`config.mk`:
```
export PLATFORM = sky130hd
export DESIGN_NAME = xs_collector
export DESIGN_NICKNAME = d
export VERILOG_FILES = /design/src/rtl/xs_pkg.sv /design/src/rtl/xs_fifo.sv /design/src/rtl/xs_collector.sv
export SDC_FILE = /design/constraint.sdc
export NUM_CORES = 1
export LEC_CHECK = 0
export ABC_AREA = 1
export CAP_MARGIN = 20
export CORE_ASPECT_RATIO = 0.75
export CORE_MARGIN = 8
export CORE_UTILIZATION = 35
export DETAILED_ROUTE_END_ITERATION = 6
export HOLD_SLACK_MARGIN = 0.03
export PLACE_DENSITY_LB_ADDON = 0.3
export SLEW_MARGIN = 10
export SYNTH_ARGS = -nofsm -noshare
export SYNTH_HDL_FRONTEND = slang
export SYNTH_HIERARCHICAL = 1
export SYNTH_SLANG_ARGS = --single-unit
```
`constraint.sdc`:
```
create_clock -name clk -period 8.25 [get_ports clk]
set_clock_uncertainty 0.1 [all_clocks]
set_input_delay 1.2375 -clock clk [delete_from_list [all_inputs] [get_ports clk]]
set_output_delay 1.2375 -clock clk [all_outputs]
set_load 0.01 [all_outputs]
```
`src/rtl/xs_pkg.sv`:
```
// Shared types and helper functions for the xorshift collector.
// Holds the sample word type, the checksum step and a saturating increment.
package xs_pkg;

  typedef bit [63:0] xs_word_t;

  // One checksum step: rotate the accumulator left by one bit, then fold in the sample.
  function automatic xs_word_t rotl1_xor(xs_word_t acc, xs_word_t d);
    return {acc[62:0], acc[63]} ^ d;
  endfunction

  // Increment v, holding at the all-ones value of a w-bit counter.
  function automatic logic [63:0] sat_inc(logic [63:0] v, int unsigned w);
    logic [63:0] max_val;
    max_val = (w >= 64) ? '1 : ((64'd1 << w) - 64'd1);
    return (v >= max_val) ? max_val : v + 64'd1;
  endfunction

endpackage

```
`src/rtl/xs_fifo.sv`:
```
// First-word fall-through circular FIFO with wrap-bit pointers and a one-cycle flush.
// Head data is read combinationally and forced to zero while the FIFO is empty.
module xs_fifo
  import xs_pkg::*;
#(
  parameter int DEPTH = 16
) (
  input  logic                       clk,
  input  logic                       rst,
  input  logic                       push,
  input  logic                       pop,
  input  logic                       flush,
  input  xs_word_t                   wr_data,
  output xs_word_t                   rd_data,
  output logic                       full,
  output logic                       empty,
  output logic [$clog2(DEPTH):0]     level
);

  localparam int AW = $clog2(DEPTH);

  xs_word_t      mem [DEPTH];
  logic [AW:0]   wr_ptr_reg;
  logic [AW:0]   rd_ptr_reg;

  assign empty   = (wr_ptr_reg == rd_ptr_reg);
  assign full    = (wr_ptr_reg[AW] != rd_ptr_reg[AW]) &&
                   (wr_ptr_reg[AW-1:0] == rd_ptr_reg[AW-1:0]);
  assign level   = wr_ptr_reg - rd_ptr_reg;
  assign rd_data = empty ? '0 : mem[rd_ptr_reg[AW-1:0]];

  always_ff @(posedge clk) begin
    if (push) begin
      mem[wr_ptr_reg[AW-1:0]] <= wr_data;
    end
  end

  // The extra pointer bit toggles naturally on wrap because DEPTH is a power of two.
  always_ff @(posedge clk) begin
    if (rst) begin
      wr_ptr_reg <= '0;
      rd_ptr_reg <= '0;
    end else if (flush) begin
      rd_ptr_reg <= wr_ptr_reg;
    end else begin
      if (push) wr_ptr_reg <= wr_ptr_reg + 1'b1;
      if (pop && !empty) rd_ptr_reg <= rd_ptr_reg + 1'b1;
    end
  end

endmodule

```
`src/rtl/xs_collector.sv`:
```
// Captures unthrottled xorshift samples into a FIFO, drains them over valid/ready,
// and keeps accepted-count, checksum, drop-count and zero-sample statistics.
module xs_collector
  import xs_pkg::*;
#(
  parameter int DEPTH  = 16,
  parameter int CNT_W  = 32,
  parameter int DROP_W = 16
) (
  input  logic                       clk,
  input  logic                       rst,
  input  logic                       data_vld,
  input  logic [63:0]                data,
  input  logic                       flush,
  output logic                       out_vld,
  input  logic                       out_rdy,
  output logic [63:0]                out_data,
  output logic [$clog2(DEPTH):0]     level,
  output logic [CNT_W-1:0]           count,
  output logic [63:0]                checksum,
  output logic [DROP_W-1:0]          drop_cnt,
  output logic                       overflow,
  output logic                       zero_seen
);

  logic        full;
  logic        empty;
  logic        pop;
  logic        push;
  logic        drop;
  xs_word_t    head;

  logic [CNT_W-1:0]  count_reg;
  xs_word_t          checksum_reg;
  logic [DROP_W-1:0] drop_cnt_reg;
  logic              overflow_reg;
  logic              zero_seen_reg;

  // A pop at full frees the slot the incoming sample needs, so it is accepted.
  assign out_vld = !empty;
  assign pop     = out_vld && out_rdy;
  assign push    = data_vld && !flush && (!full || pop);
  assign drop    = data_vld && !flush && full && !pop;

  xs_fifo #(
    .DEPTH (DEPTH)
  ) u_fifo (
    .clk     (clk),
    .rst     (rst),
    .push    (push),
    .pop     (pop && !flush),
    .flush   (flush),
    .wr_data (data),
    .rd_data (head),
    .full    (full),
    .empty   (empty),
    .level   (level)
  );

  always_ff @(posedge clk) begin
    if (rst) begin
      count_reg     <= '0;
      checksum_reg  <= '0;
      drop_cnt_reg  <= '0;
      overflow_reg  <= 1'b0;
      zero_seen_reg <= 1'b0;
    end else begin
      if (push) begin
        count_reg     <= count_reg + 1'b1;
        checksum_reg  <= rotl1_xor(checksum_reg, data);
        zero_seen_reg <= zero_seen_reg | (data == 64'h0);
      end
      if (drop) begin
        drop_cnt_reg <= DROP_W'(sat_inc(64'(drop_cnt_reg), DROP_W));
        overflow_reg <= 1'b1;
      end
    end
  end

  assign out_data  = head;
  assign count     = count_reg;
  assign checksum  = checksum_reg;
  assign drop_cnt  = drop_cnt_reg;
  assign overflow  = overflow_reg;
  assign zero_seen = zero_seen_reg;

endmodule

```
==> run_results.csv <==
group,metric,value,unit
routing,drtAntennaViolNets,0,
placement,dpl.cell_count,6934,
hold_path,min_path_type,"reg -> reg",
routing,wl_per_cell,20.3,um
cells_and_area,fin_util,41.1,%
synth,ys_types,42,
power_and_ir_drop,ir_drop,171,uV
synth,synth_top_area_share,61.6,%
clock_tree,clkSinkCount,1152,
synth,netlist_instances,4955,
timing,max_freq,0.162,GHz
power_and_ir_drop,p_leak,23.1,nW
synth,syn_area,49900,um^2
synth,postSynthAreaPerCell,10.1,um^2
grt,grt_pass1_wl,217000,um
grt,grt_overflow_total,0,
clock_tree,h-tree-depth,3,
timing,worstMarginPinSlew,1.20,ns
clock_tree,cts_tree,"built",
clock_tree,cts_buffers,115,
routing,vias_per_cell,4.87,
timing,final-hold-violation-count,0,
timing,fin_setup_tns,0,ns
timing,slew_violations,0,
timing,rsz0062_at_grt,"no",
synth,ys_seq_area_share,66.7,%
critical_path,cp.required,6.91,ns
placement,routabilityCongestion,0.809,
timing,setup_slack,2.06,ns
routing,num_vias,34877,
placement,place_hpwl,82600,um
cells_and_area,final_cell_area,58400,um^2
critical_path,worst_setup_path_start_kind,"flop",
clock_tree,cts.clk_slew.worst_paths,0.06,ns
timing,fin_crit_sh,75.0,%
synth,async_flop_share,0,%
critical_path,cp-end-kind,"output port",
placement,post-place-ws,2.68,ns
critical_path,criticalPathCategory,"reg -> out",
floorplanning,num_rows,120,
clock_tree,postCtsHoldBufs,0,
cells_and_area,mostFrequentLayoutCells,"nand2_1, edfxtp_1, nand3_1, inv_1, clkdlybuf4s50_1",
cells_and_area,drive_gt1_share,6.16,%
cells_and_area,final_cells,7155,
synth,synth_nets,5036,
synth,yosys_warnings,6,
status,status,"complete, no violations",
timing,whs,0.368,ns
cells_and_area,final_common_cell,"nand2_1",
floorplanning,core,142000,um^2
critical_path,worstPathMaxFanout,145,
job,cap_violations,0,
cells_and_area,largest_reg_flops,1024,
floorplanning,die_area,155000,um^2
synth,synth_top_cell_by_area,"edfxtp_1",
critical_path,worstPathArrival,4.85,ns
timing,period_needed,6.19,ns
synth,yosys-top-cells-area,"edfxtp_1, nand2_1, nand3_1",
clock_tree,clock-root-buffer,"clkbuf_16",
grt,first_global_vias,33372,
floorplanning,die_y,343,um
grt,grt_max_degree,196,
clock_tree,cts_resized,0,
floorplanning,start_util,35.1,%
cells_and_area,area_growth,16.9,%
grt,grt_usage,18.1,%
critical_path,r2r_slack,3.19,ns
cells_and_area,nNetsFinal,5241,
floorplanning,boundaryPins,253,
clock_tree,cts_max_path_buffers,3,
power_and_ir_drop,finalPower,13.2,mW
clock_tree,post-cts-setup-buffer-count,0,
routing,drt_pre_antenna_iters,6,
timing,setup_viol,0,
power_and_ir_drop,p_per_area,226,nW/um^2
routing,first_iter_violations,3460,
synth,dominantRegCellSynth,"edfxtp_1",
clock_tree,clk_latency,0.72,ns
placement,port_buffers,252,
routing,routed_wl,145000,um
routing,route.detailed.drc,0,
timing,max-slew-margin-rel,20.1,%
synth,ys_ff_latch,1152,
grt,antenna_found_initial,4,
placement,place_area,54400,um^2
floorplanning,die_x,452,um
synth,synth_edf_count,1024,
Yosys cell counts (26+ instances only):
cell type and count:
buf_2 146, clkbuf_1 49, inv_1 619, a211oi_1 30, nand3_1 687, xor2_1 26
nand2_1 1705, a21oi_1 109, nor2_1 188, edfxtp_1 1024, xnor2_1 31, dfxtp_1 128
o21ai_0 38
critical path, stage by stage (launching register included):
cell,delay (ns)
dfxtp_4,0.66
buf_12,0.67
buf_4,0.98
nand2_1,0.16
nand3_1,0.12
nand3_1,0.13
a21oi_1,0.64
clkdlybuf4s50_1,0.68
cell families (layout without fill, tap and decap cells):
| family | count (synthesis) | count (layout) | synth area share (%) |
|---|---|---|---|
| AND/OR/NAND/NOR | 2654 | 2654 | 22.1 |
| XOR/XNOR | 57 | 57 | 1.00 |
| flip-flops | 1152 | 1152 | 66.7 |
| AO/OA/AOI/OAI | 208 | 208 | 2.42 |
| adder cells (fa/ha/maj) | 12 | 12 | 0.316 |
| other | 0 | 4 | 0 |
| buffers and inverters | 872 | 1177 | 7.43 |
area by class of cell:
| cell class | instances | area, um^2 |
|---|---|---|
| Fill cell | 13592 | 83800 |
| Sequential cell | 1152 | 33300 |
| Multi-Input combinational cell | 2931 | 13000 |
| Timing Repair Buffer | 336 | 3330 |
| Clock buffer | 146 | 3100 |
| Inverter | 624 | 2370 |
| Tap cell | 1891 | 2370 |
| Clock inverter | 71 | 848 |
| Antenna cell | 4 | 10.0 |
power by group:
group / total (mW) / internal [mW] / switching, mW
clock: 5.49 / 3.22 / 2.27
sequential: 6.45 / 6.39 / 0.0597
combinational: 1.27 / 0.422 / 0.844
total: 13.2 / 10.0 / 3.18
worst paths after layout:
| path | endpoint | start | cells past startpoint |
|---|---|---|---|
| worst max-delay path | out_data[42] | flop | 7 |
| worst min-delay path | zero_seen | zero_seen | 2 |
| worst max register to register | u_fifo/mem[12][59] | u_fifo/wr_ptr_reg[0] | 11 |
| worst min register to register | zero_seen | zero_seen | 2 |
layer usage:
| layer | wire (um) | GRT usage (%) |
|---|---|---|
| met5 | 13 | 0 |
| met1 | 65700 | 25.7 |
| met3 | 10600 | 3.61 |
| met4 | 4810 | 5.50 |
| met2 | 63800 | 28.2 |
No activity file was read; power rests on OpenSTA's default activity.
